### config.mk
export PLATFORM = sky130hd
export DESIGN_NAME = if_fetch_unit
export DESIGN_NICKNAME = d
export VERILOG_FILES = /design/src/rtl/if_fetch_unit.sv
export SDC_FILE = /design/constraint.sdc
export NUM_CORES = 1
export LEC_CHECK = 0
export CAP_MARGIN = 20
export CORE_MARGIN = 3
export CORE_UTILIZATION = 30
export DETAILED_ROUTE_END_ITERATION = 12
export GPL_TIMING_DRIVEN = 1
export PLACE_DENSITY_LB_ADDON = 0.1
export REMOVE_ABC_BUFFERS = 1
export SYNTH_ARGS = -nofsm -noshare
export SYNTH_HDL_FRONTEND = slang
export SYNTH_SLANG_ARGS = --single-unit
export TNS_END_PERCENT = 100
### constraint.sdc
create_clock -name clk -period 5 [get_ports clk]
set_clock_uncertainty 0.1 [all_clocks]
set_input_delay 1 -clock clk [delete_from_list [all_inputs] [get_ports clk]]
set_output_delay 1 -clock clk [all_outputs]
set_load 0.01 [all_outputs]
### src/rtl/if_fetch_unit.sv
// if_fetch_unit: instruction-fetch stage feeding the IF/ID register.
// Owns the PC, reads a 1-cycle-latency instruction memory and buffers returned
// words in a small circular queue. A read is only issued when a queue slot is
// guaranteed for its return, so the queue can never overflow.
// Optional build macro IF_FETCH_PERF_CNT_EN adds saturating fetch/bubble counters.
module if_fetch_unit #(
    parameter int          ADDR_BIT = 10,
    parameter int unsigned RESET_PC = 0,
    parameter int          FQ_DEPTH = 2
) (
    input  logic                clk,
    input  logic                rst,
    input  logic                en,
    input  logic                redir_en,
    input  logic [ADDR_BIT-1:0] redir_pc,
    input  logic                halt,
    output logic [ADDR_BIT-1:0] im_addr,
    output logic                im_rd_en,
    input  logic [31:0]         im_data,
    output logic [31:0]         inst,
    output logic [ADDR_BIT-1:0] pc_4,
    output logic                inst_valid
`ifdef IF_FETCH_PERF_CNT_EN
    ,
    output logic [31:0]         perf_fetch_cnt,
    output logic [31:0]         perf_bubble_cnt
`endif
);

    localparam int PTR_W = $clog2(FQ_DEPTH);
    localparam int CNT_W = PTR_W + 1;

    logic [31:0]         q_inst [FQ_DEPTH];
    logic [ADDR_BIT-1:0] q_pc4  [FQ_DEPTH];
    logic [PTR_W-1:0]    head;
    logic [PTR_W-1:0]    tail;
    logic [CNT_W-1:0]    count;
    logic [ADDR_BIT-1:0] pc;
    logic [ADDR_BIT-1:0] issued_pc;
    logic                inflight;
    logic                pop;
    logic                issue;
    logic [CNT_W:0]      occ;

    // Credit check and head presentation; reset forces every output low.
    always_comb begin
        inst_valid = (count != '0);
        pop        = en && inst_valid;
        occ        = {1'b0, count} + (CNT_W+1)'(inflight) - (CNT_W+1)'(pop);
        issue      = !rst && !halt && !redir_en && (occ < (CNT_W+1)'(FQ_DEPTH));
        im_rd_en   = issue;
        im_addr    = issue ? pc : '0;
        inst       = inst_valid ? q_inst[head] : 32'h0;
        pc_4       = inst_valid ? q_pc4[head] : '0;
    end

    // PC, pointers, occupancy and the outstanding-read flag; redirect flushes everything.
    always_ff @(posedge clk or posedge rst) begin
        if (rst) begin
            pc        <= ADDR_BIT'(RESET_PC);
            issued_pc <= '0;
            inflight  <= 1'b0;
            head      <= '0;
            tail      <= '0;
            count     <= '0;
        end else if (redir_en) begin
            pc       <= redir_pc;
            inflight <= 1'b0;
            head     <= '0;
            tail     <= '0;
            count    <= '0;
        end else begin
            if (pop) begin
                head <= head + PTR_W'(1);
            end
            if (inflight) begin
                tail <= tail + PTR_W'(1);
            end
            count    <= count + CNT_W'(inflight) - CNT_W'(pop);
            inflight <= issue;
            if (issue) begin
                issued_pc <= pc;
                pc        <= pc + ADDR_BIT'(1);
            end
        end
    end

    // Queue storage; a returning word is dropped when a redirect lands on the same edge.
    always_ff @(posedge clk) begin
        if (inflight && !redir_en) begin
            q_inst[tail] <= im_data;
            q_pc4[tail]  <= issued_pc + ADDR_BIT'(1);
        end
    end

`ifdef IF_FETCH_PERF_CNT_EN
    // Saturating counters: delivered instructions and cycles the consumer found nothing.
    always_ff @(posedge clk or posedge rst) begin
        if (rst) begin
            perf_fetch_cnt  <= '0;
            perf_bubble_cnt <= '0;
        end else begin
            if (pop && !redir_en && (perf_fetch_cnt != 32'hFFFF_FFFF)) begin
                perf_fetch_cnt <= perf_fetch_cnt + 32'd1;
            end
            if (en && !inst_valid && !halt && (perf_bubble_cnt != 32'hFFFF_FFFF)) begin
                perf_bubble_cnt <= perf_bubble_cnt + 32'd1;
            end
        end
    end
`endif

endmodule
---- After elaboration in Yosys (flattened, before gate mapping) ----
Memories as Yosys holds them, arrays and structs flattened.
Cells that the tools add are included.
cells by class
  magnitude comparators ................... 1
  muxes and demuxes ....................... 13
  add/subtract/negate cells ............... 8
  reduce and logical (&&, ||, !) cells .... 13
  bitwise logic cells ..................... 1
operators by type and width
  kind                   count
  $mux 10                4
  $mux 32                1
  $add 10x1->10 const B  2
  $reduce_bool 2->1      4
  $mux 1                 7
  $logic_and 1x1->1      5
  $add 2x1->3            1
  $logic_not 1->1        3
  $lt 3x2->1 const B     1
  $sub 3x1->3            1
  $add 1x1->1 const B    2
  $add 2x1->2            1
  $mux 2                 1
  $reduce_and 2->1       1
  $sub 2x1->2            1
  $not 1->1              1
storage, ports and cells
  logic and storage cells ................. 44
  bits in registers ....................... 25
  memories kept ........................... 2
  RAM bits ................................ 84
  output and inout bits ................... 54
memory list
  name    depth  bits a word  read ports  clocked after Yosys merged registers in  write ports  RTL line  text
  q_inst  2      32           1           0                                        1            33        logic [31:0] q_inst [FQ_DEPTH];
  q_pc4   2      10           1           0                                        1            34        logic [ADDR_BIT-1:0] q_pc4 [FQ_DEPTH];

---- Depth between registers and ports, before layout ----
Gate-level depths: netlist (run 1).
  depth after elaboration ................. 7
  depth in mapped cells ................... 14
  mapped depth without buffers ............ 12

---- Worst setup path after synthesis (run 1) ----
Ideal clock, no wire load.
  kind .................................... input -> register
  start point ............................. in redir_en
  end point ............................... mem q_inst[0][0] (enable)
  required time ........................... 4.407 ns
  stages .................................. 3
  slack ................................... 0.163 ns
  library setup time ...................... 0.493 ns
  arrival ................................. 4.244 ns
  path through ............................ buf_6 clkbuf_1 nor3_1
between the ends
  cells in the longest elaborated chain, start to end .. 4
RTL lines
  element                       RTL line  text
  start: declaration            14        input logic redir_en,
  $logic_not 1->1               90        if (inflight && !redir_en) begin
  $logic_and 1x1->1             90
  $mux 1                        90
  $mux 1 (not written as such)  91        q_inst[tail] <= im_data;
  end: declaration              33
No other way between the ends.

---- Worst setup path in the final report (run 1) ----
  start point ............................. in en
  end point ............................... out im_addr[5]
between the ends
  cells in the longest elaborated chain, start to end .. 5
RTL lines
  element             RTL line  text
  start: declaration  13        input logic en,
  $logic_and 1x1->1   48        pop = en && inst_valid;
  $sub 3x1->3         49        occ = {1'b0, count} + (CNT_W+1)'(inflight) - (CNT_W+1)'(pop);
  $lt 3x2->1          50        issue = !rst && !halt && !redir_en && (occ < (CNT_W+1)'(FQ_DEPTH));
  $logic_and 1x1->1   50
  $mux 10             52        im_addr = issue ? pc : '0;
  end: declaration    17        output logic [ADDR_BIT-1:0] im_addr,
No other way between the ends.

==> results of run 1 <==
[flip-flops by register name, indices dropped and copies added, names as in the netlist]
signal,count
head,1
inflight,1
q_pc4,20
count,2
q_inst,64
issued_pc,10
tail,1
pc,10
[critical path, cell delays in order]
cell and delay (ns):
clkdlybuf4s50_1 0.40, and2_1 0.17, ha_1 0.28, inv_1 0.04
ha_1 0.18, fa_1 0.46, or4_4 0.43, or2_4 0.28
inv_4 0.10, and2_1 0.15, dlygate4sd2_1 0.27
[Yosys cell counts]
master / number
edfxtp_1: 84
nor2_1: 53
mux2i_1: 42
dfrtp_1: 25
inv_1: 12
nand2_1: 11
a21o_1: 10
and2_1: 9
clkbuf_1: 9
nand3_1: 8
xnor2_1: 8
o21ai_0: 5
a221o_1: 4
ha_1: 4
nor3_1: 4
xor2_1: 4
and3_1: 3
nand4_1: 3
o211ai_1: 3
buf_1: 2
buf_2: 2
buf_6: 2
nor2b_1: 2
o21ai_1: 2
or3_1: 2
a21bo_2: 1
a21boi_0: 1
a22o_1: 1
a22oi_1: 1
a31oi_1: 1
and4_1: 1
fa_1: 1
inv_2: 1
nor3b_1: 1
nor4_1: 1
or2_1: 1
or4_1: 1
or4_4: 1
[kinds of logic (layout without fill, tap and decap cells)]
group | after synthesis | in the layout | share of synthesized area, %
compound gates | 29 | 29 | 4.679
mux | 42 | 42 | 9.248
fa+ha+maj | 5 | 5 | 1.541
simple gates | 101 | 101 | 10.27
buf+inv | 28 | 149 | 2.697
xor+xnor | 12 | 12 | 2.312
flops | 109 | 109 | 69.25
[report_power, final]
| part | total (mW) | internal, mW | switching (mW) |
|---|---|---|---|
| Combinational | 0.994 | 0.532 | 0.462 |
| Sequential | 1.21 | 1.09 | 0.114 |
| Clock | 0.684 | 0.388 | 0.295 |
| Total | 2.89 | 2.01 | 0.871 |
[stage by stage]
step	setup TNS (ns)	utilization [%]	instance area, sq um	power, mW
after floorplan	-6.160	-	4472	1.703
after global placement	-1.706	39.85	5858	2.235
after detailed placement	-1.983	39.85	5858	2.241
after CTS	0	41.79	6142	2.936
after global routing	0	41.94	6165	3.066
final	0	41.94	6165	2.886
[worst paths after layout]
path                                     startpoint                        to  depth (start not counted)
setup / recovery                                 en                im_addr[5]                         11
hold / removal             issued_pc[9]$_DFFE_PP0P_  issued_pc[9]$_DFFE_PP0P_                          2
setup reg to reg                 count[1]$_DFF_PP0_         pc[9]$_DFFE_PP0P_                         13
hold reg to reg            issued_pc[9]$_DFFE_PP0P_  issued_pc[9]$_DFFE_PP0P_                          2
max in group asynchronous                       rst          head$_DFFE_PP0P_                          3
min in group asynchronous                       rst         pc[0]$_DFFE_PP0P_                          2
[metal layers]
layer	GRT usage (%)	vias to the layer above	part of all wire (%)
met5	0	-	0
met4	5.312	0	1.6
met3	2.762	12	5.1
met2	19.66	74	48
met1	15.42	1384	45
li1	-	1401	-
[what timing repair did]
action                                  CTS  global route
gates cloned                              0             0
resized for setup                        13            10
buffers inserted                          2             0
hold buffers                              0             0
endpoints found under the setup margin   11             6
[layout make-up]
cell class / count / area share [%]
tap: 184 / 3.735
clock inverter: 2 / 0.5480
timing repair buffer: 120 / 18.86
multi-input combinational: 189 / 20.99
clock buffer: 14 / 3.958
sequential: 109 / 51.09
inverter: 13 / 0.8321
==> qor.yml, run 1 <==
layout_commonest_cell: "clkdlybuf4s50_1"
fin_crit_sh_pct: 97.41
min_path_type: "flip-flop to flip-flop"
setup_ws_ns: 0.1297
gp_congestion: 0.8355
antennaDiodeCount: 0
drc: 0
core_sq_um: 14700
syn_area_sq_um: 4546
max_freq_mhz: 205.3
cp_data_required_time_ns: 3.90
syn_area_per_cell_sq_um: 13.94
finalMaxSlewViolations: 0
fin_crit_ns: 4.870
first_global_vias: 3005
wirelength_um: 9618
peakVddDrop_v: 0.0002415
io_pins: 101
worst_slew_pin_slew_ns: 1.048
avgRoutedWirePerCell_um: 15.24
die-area_sq_um: 16670
h-tree-depth: 3
layout_common_cells: "clkdlybuf4s50_1, edfxtp_1, nor2_1"
nFillCells: 1389
synth.distinct_cells: 38
cp-end-kind: "output port"
hpwl_um: 6331
synthCells: 326
place_ws_ns: -0.1989
hold_viol: 0
synth_warnings: 0
grt_max_degree: 43
globalRoute.totalOverflow: 0
start_kind: "primary input"
seq_area_sq_um: 3149
outcome: "finished, final reports clean"
leakage_nw: 2.273
syn_to_final_growth_pct: 35.62
path_class: "primary input to output port"
rrSetupSlack_ns: 1.34
antenna_found_initial: 0
fp.dieW_um: 129.1
num_rows: 44
drtIter0Drc: 148
nets: 494
dp.cells: 612
maxSlewHeadroom_pct: 30.10
grtUsageTotal_pct: 12.06
yosysSeqAreaShare_pct: 69.25
drive_above_1_share_pct: 9.396
yosysTopAreaCell: "edfxtp_1"
cts_num_sinks: 109
powerDensity_nw_per_um2: 468.1
via_count: 2871
clockBufferDepth: 2
place.port_buffers: 100
multi_input_area_sq_um: 1294
hold-worst-slack_ns: 0.4151
clk_latency_ns: 0.34
ys_ff_latch: 109
drtPass1Iterations: 4
via_per_inst: 4.550
cts_root_buf: "clkbuf_16"
finalSetupViolations: 0
netlist.area_leader.share_pct: 55.49
cts_tree: "yes"
initial_core_util_pct: 30.92
path_max_fanout: 10
grt_pass1_wl_um: 15400
synth.area.top_cells: "edfxtp_1, dfrtp_1, mux2i_1"
finalNonFillerCells: 631
cp.arrival_ns: 3.77
ant_nets: 0
clk_pin_slew_ns: 0.07
maxCapViolCount: 0
fp.dieH_um: 129.1
rsz0062_at_grt: "false"
cts_inserted_buffers: 9
No activity file was read; power rests on OpenSTA's default activity.
==> run 2: changes to the inputs <==
--- a/config.mk
+++ b/config.mk
@@ -8,10 +8,12 @@
 export CAP_MARGIN = 20
 export CORE_MARGIN = 3
 export CORE_UTILIZATION = 30
+export CTS_CLUSTER_DIAMETER = 80
 export DETAILED_ROUTE_END_ITERATION = 12
 export GPL_TIMING_DRIVEN = 1
 export PLACE_DENSITY_LB_ADDON = 0.1
 export REMOVE_ABC_BUFFERS = 1
+export SLEW_MARGIN = 10
 export SYNTH_ARGS = -nofsm -noshare
 export SYNTH_HDL_FRONTEND = slang
 export SYNTH_SLANG_ARGS = --single-unit
==> constraint.sdc (replaced) <==
create_clock -name clk -period 5.4 [get_ports clk]
set_clock_uncertainty 0.1 [all_clocks]
set_input_delay 1.08 -clock clk [delete_from_list [all_inputs] [get_ports clk]]
set_output_delay 1.08 -clock clk [all_outputs]
set_load 0.01 [all_outputs]
==> run 2 against run 1 <==
  * Clock power fell by 7.0%
  * Critical endpoint is now im_addr[9]
  * Combinational power fell by 8.4%
  * Power fell by 7.6%
  * Largest power group unchanged
  * Sequential power fell by 7%
  * Final area rose by 0.41%
  * Highest routed layer unchanged
==> qor.yml, run 2 (synthesized netlist as in run 1, its figures left out) <==
whs_path_depth: 2
antenna_found_initial: 0
first_global_vias: 2874
finish.utilization_pct: 42.11
path_max_fanout: 11
place.port_buffers: 100
clk_latency_ns: 0.34
avgRoutedWirePerCell_um: 15.20
initial_core_util_pct: 30.92
outcome: "finished, final reports clean"
ant_nets: 0
layout_commonest_cell: "clkdlybuf4s50_1"
setup_ws_ns: 0.1516
gp_congestion: 0.8147
ff2ff_path_depth: 13
fp.dieH_um: 129.1
timing.rr.start: "count[1]$_DFF_PP0_"
grt_max_degree: 43
clk_pin_slew_ns: 0.07
start_kind: "primary input"
crit_chain: "clkdlybuf4s50_1, and2_1, ha_1, inv_1, ha_1, fa_1, or4_4, or2_1, inv_4, nand2_1, inv_1, clkdlybuf4s50_1"
h-tree-depth: 3
powerDensity_nw_per_um2: 430.9
hold_start: "issued_pc[9]$_DFFE_PP0P_"
maxCapViolCount: 0
cp-end-kind: "output port"
cp_data_required_time_ns: 4.22
slowest_delay_ns: 0.52
grtUsageTotal_pct: 11.80
fin_crit_sh_pct: 97.19
largest-register: "q_inst"
core_sq_um: 14700
via_count: 2811
hold_path_end: "issued_pc[9]$_DFFE_PP0P_"
peakVddDrop_v: 0.0001651
leakage_nw: 2.397
die-area_sq_um: 16670
r2r_end: "pc[9]$_DFFE_PP0P_"
layout_common_cells: "clkdlybuf4s50_1, edfxtp_1, nor2_1"
grt_pass1_wl_um: 15240
rsz0062_at_grt: "false"
nFillCells: 1374
largest_reg_flops: 64
cts_num_sinks: 109
drc: 0
min_path_type: "flip-flop to flip-flop"
fin_crit_ns: 5.248
cts_root_buf: "clkbuf_16"
max_freq_mhz: 190.5
drtIter0Drc: 155
path_class: "primary input to output port"
worst_slew_pin_slew_ns: 0.8524
cts_inserted_buffers: 9
rrSetupSlack_ns: 1.77
dp.cells: 611
io_pins: 101
via_per_inst: 4.469
finalNonFillerCells: 629
globalRoute.totalOverflow: 0
drtPass1Iterations: 4
syn_to_final_growth_pct: 36.17
wirelength_um: 9559
finalSetupViolations: 0
cts_tree: "yes"
num_rows: 44
clockBufferDepth: 2
fp.dieW_um: 129.1
cp_slowest_cell: "clkdlybuf4s50_1"
hold_viol: 0
finalMaxSlewViolations: 0
drive_above_1_share_pct: 8.090
antennaDiodeCount: 0
hpwl_um: 6182
maxSlewHeadroom_pct: 43.18
place_ws_ns: 0.04549
top_regs: "q_inst x64, q_pc4 x20"
cp.arrival_ns: 4.07
power_mw: 2.667
nets: 492
==> run 2: cell types whose count changed in the layout (fill, tap and decap cells not counted) <==
cell,previous run,this run
clkdlybuf4s15_1,3,0
or2_1,0,1
clkinv_2,0,1
dlymetal6s2s_1,0,9
nor2_2,1,0
nor2_1,51,52
or2_4,1,0
dlygate4sd2_1,5,0
clkinv_1,1,0
buf_4,18,16
clkdlybuf4s50_1,89,91
clkbuf_2,3,0
==> run 2: through the flow <==
step / hold slack [ns] / TNS [ns] / area [sq um]
finish: 0.4100 / 0 / 6190
global route: 0.4302 / 0 / 6190
CTS: 0.4189 / 0 / 6117
detailed placement: 0.4020 / 0 / 5838
global placement: 0.3828 / 0 / 5838
floorplan: 0.3662 / -2.640 / 4472
==> run 2: worst max-delay path: cells and delay by family <==
| family | cells | cell delay [ns] |
|---|---|---|
| adder cells (fa/ha/maj) | 3 | 0.91 |
| AND/OR/NAND/NOR | 4 | 0.96 |
| buffers and inverters | 5 | 1.13 |
==> run 2: metal layers <==
metal,track usage (%),vias to the layer above,routed length (um)
met2,19.27,76,4466
li1,-,1404,-
met4,4.509,0,150
met1,15.51,1320,4492
met3,2.514,11,451
met5,0,-,0
==> run 2: area by class of cell <==
| cell class | instances | area [sq um] | area share, % |
|---|---|---|---|
| clock buffers | 14 | 244.0 | 3.942 |
| multi-input cells | 189 | 1289 | 20.82 |
| flip-flops and latches | 109 | 3149 | 50.88 |
| inverters | 13 | 51.30 | 0.8288 |
| repair buffers | 118 | 1191 | 19.24 |
| well taps | 184 | 230.2 | 3.719 |
| clock inverters | 2 | 35.03 | 0.5660 |
==> run 2: timing repair <==
item                                    4_1_cts  5_1_grt
setup buffers                                 0        0
endpoints found under the hold margin         0        0
endpoints found under the setup margin        0       10
hold buffers                                  0        0
resized for setup                             0       10
==> run 2: worst max-delay path by stage <==
stage	end	cells past startpoint	slack, ns	from
global route	im_addr[9]	12	0.004	en
CTS	im_addr[8]	11	0.03	en
floorplan	im_addr[0]	11	-0.29	count[1]$_DFF_PP0_
global placement	im_addr[8]	11	0.04	en
detailed placement	im_addr[8]	11	0.05	en
finish	im_addr[9]	12	0.15	en
==> run 2: power breakdown <==
part           internal [mW]  switching [mW]  total [mW]
clock network          0.360           0.276       0.636
registers               1.01           0.107        1.12
logic                  0.487           0.423       0.911
